--- src/rtl/decode_system_pipe_pkg.sv ---
// Shared types for the SYSTEM-opcode decode pipe: decoded kinds, the queued record layout and the opcode constant.
package decode_system_pipe_pkg;

  localparam logic [6:0] OPC_SYSTEM  = 7'b1110011;
  // Record tag field is sized for the widest tag any instance may carry; instances use the low TAG_W bits.
  localparam int         SYS_TAG_MAX = 16;

  typedef enum logic [3:0] {
    sysk_invalid = 4'd0,
    sysk_ecall   = 4'd1,
    sysk_ebreak  = 4'd2,
    sysk_csrrw   = 4'd3,
    sysk_csrrs   = 4'd4,
    sysk_csrrc   = 4'd5,
    sysk_csrrwi  = 4'd6,
    sysk_csrrsi  = 4'd7,
    sysk_csrrci  = 4'd8,
    sysk_mret    = 4'd9,
    sysk_sret    = 4'd10,
    sysk_wfi     = 4'd11
  } system_kind_t;

  typedef struct packed {
    system_kind_t           kind;
    logic [11:0]            csr;
    logic [4:0]             rd;
    logic [4:0]             rs1;
    logic [SYS_TAG_MAX-1:0] tag;
    logic                   illegal;
  } sys_decoded_t;

  // Records that must serialise the front end until the trap handler acknowledges.
  function automatic logic is_trap(sys_decoded_t d);
    return d.illegal || (d.kind == sysk_ecall) || (d.kind == sysk_ebreak) ||
           (d.kind == sysk_mret) || (d.kind == sysk_sret);
  endfunction

endpackage

--- src/rtl/decode_system_pipe_if.sv ---
// Handshake bundle between the front end (master) and the SYSTEM decode pipe (slave).
interface decode_system_pipe_if #(parameter int TAG_W = 4);
  import decode_system_pipe_pkg::*;

  logic             in_valid;
  logic             in_ready;
  logic [31:0]      in_instr;
  logic [TAG_W-1:0] in_tag;
  logic             out_valid;
  logic             out_ready;
  system_kind_t     out_kind;
  logic [11:0]      out_csr;
  logic [4:0]       out_rd;
  logic [4:0]       out_rs1;
  logic [TAG_W-1:0] out_tag;
  logic             out_illegal;
  logic             hold;
  logic             trap_ack;
  logic             flush;

  modport master (
    output in_valid, in_instr, in_tag, out_ready, trap_ack, flush,
    input  in_ready, out_valid, out_kind, out_csr, out_rd, out_rs1, out_tag, out_illegal, hold
  );

  modport slave (
    input  in_valid, in_instr, in_tag, out_ready, trap_ack, flush,
    output in_ready, out_valid, out_kind, out_csr, out_rd, out_rs1, out_tag, out_illegal, hold
  );

endinterface

--- src/rtl/decode_system_pipe_comb.sv ---
// Pure combinational SYSTEM instruction decoder. DECODE_SYSTEM_PRIV_EN adds mret/sret/wfi decoding.
module decode_system_comb
  import decode_system_pipe_pkg::*;
#(
  parameter int TAG_W = 4
) (
  input  logic [31:0]      instr,
  input  logic [TAG_W-1:0] tag,
  output sys_decoded_t     dec
);

  logic [24:0] upper;
  assign upper = instr[31:7];

  always_comb begin
    dec         = '0;
    dec.csr     = instr[31:20];
    dec.rd      = instr[11:7];
    dec.rs1     = instr[19:15];
    dec.tag     = SYS_TAG_MAX'(tag);
    dec.kind    = sysk_invalid;
    dec.illegal = 1'b1;
    if (instr[6:0] == OPC_SYSTEM) begin
      case (instr[14:12])
        3'b000: begin
          // Privileged forms need rs1=rd=0, so the whole instr[31:7] field is matched exactly.
          if (upper == 25'd0) begin
            dec.kind = sysk_ecall;  dec.illegal = 1'b0;
          end else if (upper == {12'h001, 13'd0}) begin
            dec.kind = sysk_ebreak; dec.illegal = 1'b0;
          end
`ifdef DECODE_SYSTEM_PRIV_EN
          else if (upper == {12'h302, 13'd0}) begin
            dec.kind = sysk_mret;   dec.illegal = 1'b0;
          end else if (upper == {12'h102, 13'd0}) begin
            dec.kind = sysk_sret;   dec.illegal = 1'b0;
          end else if (upper == {12'h105, 13'd0}) begin
            dec.kind = sysk_wfi;    dec.illegal = 1'b0;
          end
`endif
        end
        3'b001: begin dec.kind = sysk_csrrw;  dec.illegal = 1'b0; end
        3'b010: begin dec.kind = sysk_csrrs;  dec.illegal = 1'b0; end
        3'b011: begin dec.kind = sysk_csrrc;  dec.illegal = 1'b0; end
        3'b101: begin dec.kind = sysk_csrrwi; dec.illegal = 1'b0; end
        3'b110: begin dec.kind = sysk_csrrsi; dec.illegal = 1'b0; end
        3'b111: begin dec.kind = sysk_csrrci; dec.illegal = 1'b0; end
        default: ;
      endcase
    end
  end

endmodule

--- src/rtl/decode_system_pipe.sv ---
// Buffered SYSTEM-opcode decoder: decode, DEPTH-entry FIFO toward execute, RUN/HOLD trap serialisation.
// Build with DECODE_SYSTEM_PRIV_EN defined to decode mret/sret/wfi (see decode_system_comb).
module decode_system_pipe
  import decode_system_pipe_pkg::*;
#(
  parameter int DEPTH = 2,
  parameter int TAG_W = 4
) (
  input  logic                 clk,
  input  logic                 rst,
  decode_system_pipe_if.slave  bus
);

  localparam int PW = (DEPTH > 1) ? $clog2(DEPTH) : 1;
  localparam int CW = $clog2(DEPTH + 1);

  typedef enum logic {RUN, HOLD} state_t;

  state_t       state;
  sys_decoded_t dec, head;
  sys_decoded_t mem [DEPTH];
  logic [PW-1:0] wptr, rptr;
  logic [CW-1:0] count;
  logic          full, empty, push, pop;

  decode_system_comb #(.TAG_W(TAG_W)) u_dec (
    .instr (bus.in_instr),
    .tag   (bus.in_tag),
    .dec   (dec)
  );

  assign full         = (count == CW'(DEPTH));
  assign empty        = (count == '0);
  // A full FIFO refuses pushes even when the head is popping this cycle.
  assign bus.in_ready = !full && (state == RUN) && !bus.flush;
  assign push         = bus.in_valid && bus.in_ready;
  assign pop          = !empty && bus.out_ready;

  function automatic logic [PW-1:0] ptr_inc(logic [PW-1:0] p);
    return (p == PW'(DEPTH - 1)) ? '0 : p + 1'b1;
  endfunction

  always_ff @(posedge clk or negedge rst) begin
    if (!rst) begin
      wptr  <= '0;
      rptr  <= '0;
      count <= '0;
      state <= RUN;
    end else if (bus.flush) begin
      wptr  <= '0;
      rptr  <= '0;
      count <= '0;
      state <= RUN;
    end else begin
      if (push) wptr <= ptr_inc(wptr);
      if (pop)  rptr <= ptr_inc(rptr);
      case ({push, pop})
        2'b10:   count <= count + 1'b1;
        2'b01:   count <= count - 1'b1;
        default: ;
      endcase
      case (state)
        RUN:  if (push && is_trap(dec)) state <= HOLD;
        HOLD: if (bus.trap_ack)         state <= RUN;
        default: state <= RUN;
      endcase
    end
  end

  // Storage needs no reset: nothing is visible unless count says the slot is live.
  always_ff @(posedge clk) begin
    if (push) mem[wptr] <= dec;
  end

  assign head            = empty ? '0 : mem[rptr];
  assign bus.out_valid   = !empty;
  assign bus.out_kind    = head.kind;
  assign bus.out_csr     = head.csr;
  assign bus.out_rd      = head.rd;
  assign bus.out_rs1     = head.rs1;
  assign bus.out_tag     = head.tag[TAG_W-1:0];
  assign bus.out_illegal = head.illegal;
  assign bus.hold        = (state == HOLD);

  logic unused_tag_hi;
  assign unused_tag_hi = ^head.tag;

endmodule

--- src/flat_wrapper.sv ---
// flat-port wrapper written by rule: the top's interface ports become plain ports
module decode_system_pipe_flat import decode_system_pipe_pkg::*;
#(
  parameter int DEPTH = 2,
  parameter int TAG_W = 4
)
  (clk, rst, bus_in_valid, bus_in_instr, bus_in_tag, bus_out_ready, bus_trap_ack, bus_flush, bus_in_ready, bus_out_valid, bus_out_kind, bus_out_csr, bus_out_rd, bus_out_rs1, bus_out_tag, bus_out_illegal, bus_hold);
  decode_system_pipe_if #(.TAG_W(TAG_W)) bus_i ();
  input  logic clk;
  input  logic rst;
  input wire logic [$bits(bus_i.in_valid)-1:0] bus_in_valid;
  input wire logic [$bits(bus_i.in_instr)-1:0] bus_in_instr;
  input wire logic [$bits(bus_i.in_tag)-1:0] bus_in_tag;
  input wire logic [$bits(bus_i.out_ready)-1:0] bus_out_ready;
  input wire logic [$bits(bus_i.trap_ack)-1:0] bus_trap_ack;
  input wire logic [$bits(bus_i.flush)-1:0] bus_flush;
  output wire logic [$bits(bus_i.in_ready)-1:0] bus_in_ready;
  output wire logic [$bits(bus_i.out_valid)-1:0] bus_out_valid;
  output wire logic [$bits(bus_i.out_kind)-1:0] bus_out_kind;
  output wire logic [$bits(bus_i.out_csr)-1:0] bus_out_csr;
  output wire logic [$bits(bus_i.out_rd)-1:0] bus_out_rd;
  output wire logic [$bits(bus_i.out_rs1)-1:0] bus_out_rs1;
  output wire logic [$bits(bus_i.out_tag)-1:0] bus_out_tag;
  output wire logic [$bits(bus_i.out_illegal)-1:0] bus_out_illegal;
  output wire logic [$bits(bus_i.hold)-1:0] bus_hold;
  assign bus_i.in_valid = bus_in_valid;
  assign bus_i.in_instr = bus_in_instr;
  assign bus_i.in_tag = bus_in_tag;
  assign bus_i.out_ready = bus_out_ready;
  assign bus_i.trap_ack = bus_trap_ack;
  assign bus_i.flush = bus_flush;
  assign bus_in_ready = bus_i.in_ready;
  assign bus_out_valid = bus_i.out_valid;
  assign bus_out_kind = bus_i.out_kind;
  assign bus_out_csr = bus_i.out_csr;
  assign bus_out_rd = bus_i.out_rd;
  assign bus_out_rs1 = bus_i.out_rs1;
  assign bus_out_tag = bus_i.out_tag;
  assign bus_out_illegal = bus_i.out_illegal;
  assign bus_hold = bus_i.hold;
  decode_system_pipe #(.DEPTH(DEPTH), .TAG_W(TAG_W)) u_core (.clk(clk), .rst(rst), .bus(bus_i));
endmodule
--- config.mk ---
export PLATFORM = sky130hd
export DESIGN_NAME = decode_system_pipe_flat
export DESIGN_NICKNAME = d
export VERILOG_FILES = /design/src/rtl/decode_system_pipe_pkg.sv /design/src/rtl/decode_system_pipe_if.sv /design/src/rtl/decode_system_pipe_comb.sv /design/src/rtl/decode_system_pipe.sv /design/src/flat_wrapper.sv
export SDC_FILE = /design/constraint.sdc
export NUM_CORES = 1
export LEC_CHECK = 0
export ABC_CLOCK_PERIOD_IN_PS = 3600
export CAP_MARGIN = 0
export CORE_UTILIZATION = 46
export DETAILED_ROUTE_END_ITERATION = 10
export GPL_ROUTABILITY_DRIVEN = 0
export GPL_TIMING_DRIVEN = 0
export HOLD_SLACK_MARGIN = 0.08
export MAX_ROUTING_LAYER = met4
export PLACE_DENSITY_LB_ADDON = 0.15
export SYNTH_ARGS = -nofsm -noshare
export SYNTH_HDL_FRONTEND = slang
export SYNTH_HIERARCHICAL = 1
export SYNTH_SLANG_ARGS = --single-unit
--- constraint.sdc ---
create_clock -name clk -period 3.6 [get_ports clk]
set_input_delay 0.72 -clock clk [delete_from_list [all_inputs] [get_ports clk]]
set_output_delay 0.72 -clock clk [all_outputs]
set_load 0.01 [all_outputs]
### Yosys cells after proc, flatten, opt, wreduce, memory -nomap -nowiden

Memories as Yosys holds them, arrays and structs flattened.
Index checks and enable logic that the tools add are counted.

| cells by class | value |
|---|---|
| add/subtract/negate cells | 4 |
| multipliers | 0 |
| divide/modulo/power cells | 0 |
| order comparisons | 0 |
| eq/ne operators | 15 |
| shift operators | 0 |
| multiplexer cells | 23 |
| bitwise logic cells | 1 |
| reduce and logical (&&, ||, !) cells | 19 |

Operators with widths:

| kind | count |
|---|---|
| $mux W43 | 1 |
| $pmux W4 S7 | 1 |
| $eq A25 B14 Y1 const B | 1 |
| $logic_not A25 Y1 | 1 |
| $mux W1 | 14 |
| $eq A3 B3 Y1 const B | 3 |
| $eq A4 B4 Y1 const B | 2 |
| $eq A7 B7 Y1 const B | 1 |
| $eq A3 B2 Y1 const B | 2 |
| $mux W2 | 3 |
| $reduce_or A6 Y1 | 1 |
| $logic_and A1 B1 Y1 | 5 |
| $eq A2 B2 Y1 const B | 2 |
| $eq A4 B1 Y1 const B | 1 |
| $eq A4 B2 Y1 const B | 1 |
| $logic_or A1 B1 Y1 | 4 |
| $mux W4 | 1 |
| $pmux W1 S2 | 2 |
| $pmux W2 S2 | 1 |
| $reduce_bool A2 Y1 | 2 |
| $eq A3 B1 Y1 const B | 1 |
| $logic_not A1 Y1 | 3 |
| $logic_not A3 Y1 | 1 |
| $reduce_bool A3 Y1 | 1 |
| 6 further kinds | 7 |

| word-level totals | value |
|---|---|
| register bits after elaboration | 5 |
| latch bits | 0 |
| bits in writable memories | 62 |
| ROM bits | 0 |
| output and inout port bits | 34 |
| memories kept | 1 |

Memory list:

| memory | depth | width | read ports | clocked after Yosys merged registers in | wr ports | RTL line | source |
|---|---|---|---|---|---|---|---|
| u_core.mem | 2 | 31 | 1 | 0 | 1 | decode_system_pipe.sv:21 | `sys_decoded_t mem [DEPTH];` |

### Longest topological paths before layout

| logic depth | value |
|---|---|
| word-level depth | 14 |
| depth in mapped cells | 6 |
| mapped depth without buffers | 6 |

### Cells and area by module

Netlist, hierarchy kept.

By module, submodules not included:

| module | times used | cells each | area an instance (um2) | seq. area each (um2) |
|---|---|---|---|---|
| decode_system_pipe | 1 | 164 | 2638.8 | 1986.9 |
| decode_system_comb | 1 | 65 | 464.2 | 0.0 |

### Least setup slack after synthesis

No wires, ideal clock.

| timing | value |
|---|---|
| path kind | in2reg |
| from | input bus_flush |
| to | memory u_core/mem[0][0] in the netlist's numbering, enable pin |
| arrival time | 2.309 ns |
| slack | 0.872 ns |
| stages on the path | 3 |
| buffers on the path | 0 |
| cells stage by stage | nor2_1 -> nand3_2 -> nor2_1 |

| on the way | value |
|---|---|
| longest elaborated chain between the ends | 5 |

Ends and longest elaborated chain:

| element | RTL line | source |
|---|---|---|
| from (decl) | flat_wrapper.sv:16 | `input wire logic [$bits(bus_i.flush)-1:0] bus_flush;` |
| $logic_not A1 Y1 | decode_system_pipe.sv:35 | `assign bus.in_ready = !full && (state == RUN) && !bus.flush;` |
| $logic_and A1 B1 Y1 | decode_system_pipe.sv:35 |  |
| $logic_and A1 B1 Y1 | decode_system_pipe.sv:36 | `assign push = bus.in_valid && bus.in_ready;` |
| $mux W1 | decode_system_pipe.sv:72 | `if (push) mem[wptr] <= dec;` |
| $mux W1 (implied by the code) | decode_system_pipe.sv:72 |  |
| to (decl) | decode_system_pipe.sv:21 |  |

No other way between the ends.

### Final worst setup path

| timing | value |
|---|---|
| from | input bus_flush |
| to | output bus_in_ready |

| on the way | value |
|---|---|
| longest elaborated chain between the ends | 2 |

Ends and longest elaborated chain:

| element | RTL line | source |
|---|---|---|
| $logic_not A1 Y1 | decode_system_pipe.sv:35 |  |
| $logic_and A1 B1 Y1 | decode_system_pipe.sv:35 |  |
| to (decl) | flat_wrapper.sv:17 | `output wire logic [$bits(bus_i.in_ready)-1:0] bus_in_ready;` |

No other way between the ends.

==> results_tabular.tex <==
\begin{tabular}{lr}
\hline
Metric & Value \\
\hline
\multicolumn{2}{l}{\textbf{Cells and area}} \\
\quad Syn-to-layout area delta & 33.7\% \\
\quad Finished Cell Area & between 4000 and 5000 sq um \\
\quad Layout net count & 341 \\
\quad Ant. Diodes & 0 \\
\quad Layout cell share with drive strength beyond 1 & between 10\% and 20\% \\
\quad Number of standard cells in the layout, taps in and fillers out & approximately 380 \\
\quad Fin util & between 60 and 70\% \\
\multicolumn{2}{l}{\textbf{Placed design}} \\
\quad Detailed Place HPWL & around 4.0 mm \\
\quad Instance area at placement & 3840 sq um \\
\quad Buffers on Ports & 71 \\
\quad Worst Setup Slack post-DPL & between 800 and 900 ps \\
\quad Cells after DPL & 365 \\
\multicolumn{2}{l}{\textbf{Route}} \\
\quad Iter 0 DRT Violations & between 100 and 150 \\
\quad Number of DRC violations after detailed routing & 0 \\
\quad Number of vias per cell after detailed routing & 4.98 \\
\quad First-pass detailed-route iteration total & 4 \\
\quad Wirelength per Cell & about 16 um \\
\quad Antenna-violating nets left & 0 \\
\quad Final Routed Wirelength & 5.91 mm \\
\quad Via count & 1898 \\
\multicolumn{2}{l}{\textbf{Critical path}} \\
\quad CP cell instances & clkdlybuf4s50\_1 > nor3\_1 > clkdlybuf4s50\_1 \\
\quad Worst reg2reg path endpoint & u\_core/mem[1][22]\$\_DFFE\_PP\_ \\
\quad Buf/Inv on CP & 2 \\
\quad R2R Setup Slk & $\sim$1700 ps \\
\quad Most prevalent standard cell on the critical path & sky130\_fd\_sc\_hd\_\_clkdlybuf4s50\_1 \\
\quad Startpoint of the most critical setup path & bus\_flush \\
\quad Critical path start-end classification & in -> out \\
\quad Worst Reg2Reg Path Length in Cells & 3 \\
\quad Crit-path slowest cell & sky130\_fd\_sc\_hd\_\_clkdlybuf4s50\_1 \\
\quad Startpoint of the most critical register-to-register path & u\_core/count[1]\$\_DFFE\_PN0P\_ \\
\quad Element type at the critical path end & output pin \\
\quad Critical Path Start Type & input pin \\
\quad Maximum fanout count along the critical path & 7 \\
\quad Levels on crit path & 3 \\
\quad Largest delay contributor family on the critical path & buffers and inverters \\
\quad Maximum cell stage delay along the critical path & 580 ps \\
\quad Critical Path Sink & bus\_in\_ready \\
\quad Arrival time reported for the critical path endpoint & between 2000 and 2500 ps \\
\quad Data required, critical path & 2880 ps \\
\multicolumn{2}{l}{\textbf{Synthesis}} \\
\quad Synthesized area divided by synthesized cell count & about 14 sq um \\
\quad Cell area after technology mapping & about 3000 sq um \\
\quad Post-Syn Instances & between 200 and 250 \\
\quad Synthesis Warnings & 6 \\
\quad Post-synth net total & 258 \\
\multicolumn{2}{l}{\textbf{Die}} \\
\quad Core box area & 6350 sq um \\
\quad Die extent in y & 82.9 um \\
\quad Floorplan row count & 29 \\
\quad Initial Utilization & a little under half \\
\quad Width of the die & between 80 and 90 um \\
\quad Die Area & around 6900 sq um \\
\quad Ports & between 70 and 80 \\
\multicolumn{2}{l}{\textbf{Clock network}} \\
\quad CTS Hold Bufs & 0 \\
\quad Clock tree from TritonCTS & yes \\
\quad Total number of clock tree sinks & 67 \\
\quad Clock edge transition at the registers on the reported setup and hold paths & roughly 60 ps \\
\quad Number of buffers added by the clock tree synthesis step & 9 \\
\quad Clock tree buffer depth & 2 \\
\quad Library cell used as clock root buffer & sky130\_fd\_sc\_hd\_\_clkbuf\_8 \\
\quad Worst-skew pair later-pin latency & 330 ps \\
\quad Post-cts repair resize count & 0 \\
\quad Number of buffers inserted by post-CTS setup repair & 0 \\
\quad H-tree depth & 3 \\
\multicolumn{2}{l}{\textbf{Pwr}} \\
\quad Clock share of power & between 30\% and 40\% \\
\quad PwrDens & 439 nW/um\^{}2 \\
\quad Reported net switching power & 403 uW \\
\quad Switching portion of total power & approximately 23\% \\
\quad Static Leakage & 1.40 nW \\
\quad Int Power & $\sim$1.4 mW \\
\quad Part of the power in registers & between 50\% and 60\% \\
\quad Combinational share of power & between 10\% and 20\% \\
\quad Total Power Consumption & roughly 1.8 mW \\
\quad Worst IR drop on VDD & roughly 0.0002 V \\
\multicolumn{2}{l}{\textbf{Hold path}} \\
\quad Worst hold-check path type & reg -> reg \\
\multicolumn{2}{l}{\textbf{STA}} \\
\quad Worst setup skew after layout & roughly 5.7 ps \\
\quad Max-slew headroom at the worst pin & between 40\% and 50\% \\
\quad Number of slew-limit violations in the final report & 0 \\
\quad Ratio of final minimum period to clock period & roughly 80\% \\
\quad Number of failing hold endpoints at the final stage & 0 \\
\quad Setup TNS & 0 ps \\
\quad Time the worst path needs with I/O delays and setup & approximately 2800 ps \\
\quad Maximum clock rate & 354 MHz \\
\quad Slew at the pin with the worst max-slew slack & about 800 ps \\
\quad Final setup violating endpoints & 0 \\
\quad Unrepaired setup endpoints after global routing & no \\
\quad Crit path setup slack, layout & 778 ps \\
\quad Min Hold Slack & between 500 and 600 ps \\
\multicolumn{2}{l}{\textbf{Global route}} \\
\quad Met1 usage & approximately a quarter \\
\quad GRT busiest layer & met2 \\
\quad Global-route track usage on met2 & between 30\% and 40\% \\
\quad Initial antenna violation count & 0 \\
\quad Via count of the first global-routing pass & approximately 2.0k \\
\quad Largest net degree at the start of global routing & 32 \\
\quad Grt total ovfl & 0 \\
\quad Wire length of the first global-routing pass & 9.63 mm \\
\quad GRT Total Usage & a little under a fifth \\
\quad Met3 track demand over resource & under 10\% \\
\multicolumn{2}{l}{\textbf{Status}} \\
\quad Result of the run & complete, no violations \\
\multicolumn{2}{l}{\textbf{Run}} \\
\quad Max-cap violations & 0 \\
\hline
\end{tabular}
## cell usage in the layout, fill, tap and decap left out, types with 4 or more instances in the layout
cell type	count
sky130_fd_sc_hd__buf_2	4
sky130_fd_sc_hd__buf_4	29
sky130_fd_sc_hd__clkbuf_1	4
sky130_fd_sc_hd__clkbuf_8	9
sky130_fd_sc_hd__clkdlybuf4s50_1	71
sky130_fd_sc_hd__dfrtp_1	5
sky130_fd_sc_hd__edfxtp_1	62
sky130_fd_sc_hd__mux2i_1	32
sky130_fd_sc_hd__nand2_1	4
sky130_fd_sc_hd__nor2_1	35
sky130_fd_sc_hd__nor4_1	5
## metal layers
layer	vias to the layer above	routed length, um
li1	935	-
met1	896	2560
met2	65	3030
met3	2	285
met4	0	30
met5	-	0
## final cells by class
| cell class | count | area (sq um) |
|---|---|---|
| Fill cell | 511 | 2330 |
| Clock buffer | 13 | 139 |
| Clock inverter | 3 | 40.0 |
| Inverter | 3 | 11.3 |
| Sequential cell | 67 | 1990 |
| Buffer | 33 | 238 |
| Multi-Input combinational cell | 113 | 782 |
| Tap cell | 77 | 96.3 |
| Timing Repair Buffer | 72 | 731 |
## flip-flops by register name, indices dropped and copies added, names as in the netlist
name / flops
u_core/bus.hold: 1
u_core/count: 2
u_core/mem: 62
u_core/rptr: 1
u_core/wptr: 1
## worst min-delay path by stage
stage,cells past startpoint,start,endpoint,slack [ps]
6_report,1,u_core/wptr$_DFFE_PN0P_,u_core/wptr$_DFFE_PN0P_,550
3_5_place_dp,1,u_core/wptr$_DFFE_PN0P_,u_core/wptr$_DFFE_PN0P_,550
2_1_floorplan,0,rst,u_core/bus.hold$_DFF_PN0_,420
4_1_cts,1,bus_in_tag[3],u_core/mem[0][4]$_DFFE_PP_,560
3_3_place_gp,1,u_core/wptr$_DFFE_PN0P_,u_core/wptr$_DFFE_PN0P_,490
5_1_grt,1,bus_in_tag[0],u_core/mem[1][1]$_DFFE_PP_,560
## power by group through the flow
stage | Combinational (mW) | Sequential [mW] | Clock, mW
6_report | 0.288 | 0.899 | 0.578
5_1_grt | 0.311 | 0.902 | 0.626
4_1_cts | 0.292 | 0.899 | 0.590
3_5_place_dp | 0.291 | 0.916 | 0
3_3_place_gp | 0.282 | 0.915 | 0
2_1_floorplan | 0.141 | 0.913 | 0
## worst register-to-register path, stage by stage (launching register included)
cell                      delay (ps)
sky130_fd_sc_hd__dfrtp_1         430
sky130_fd_sc_hd__nor2b_1         180
sky130_fd_sc_hd__nor3_1          190
sky130_fd_sc_hd__and3_2          760
(Power assumes the default switching activity.)
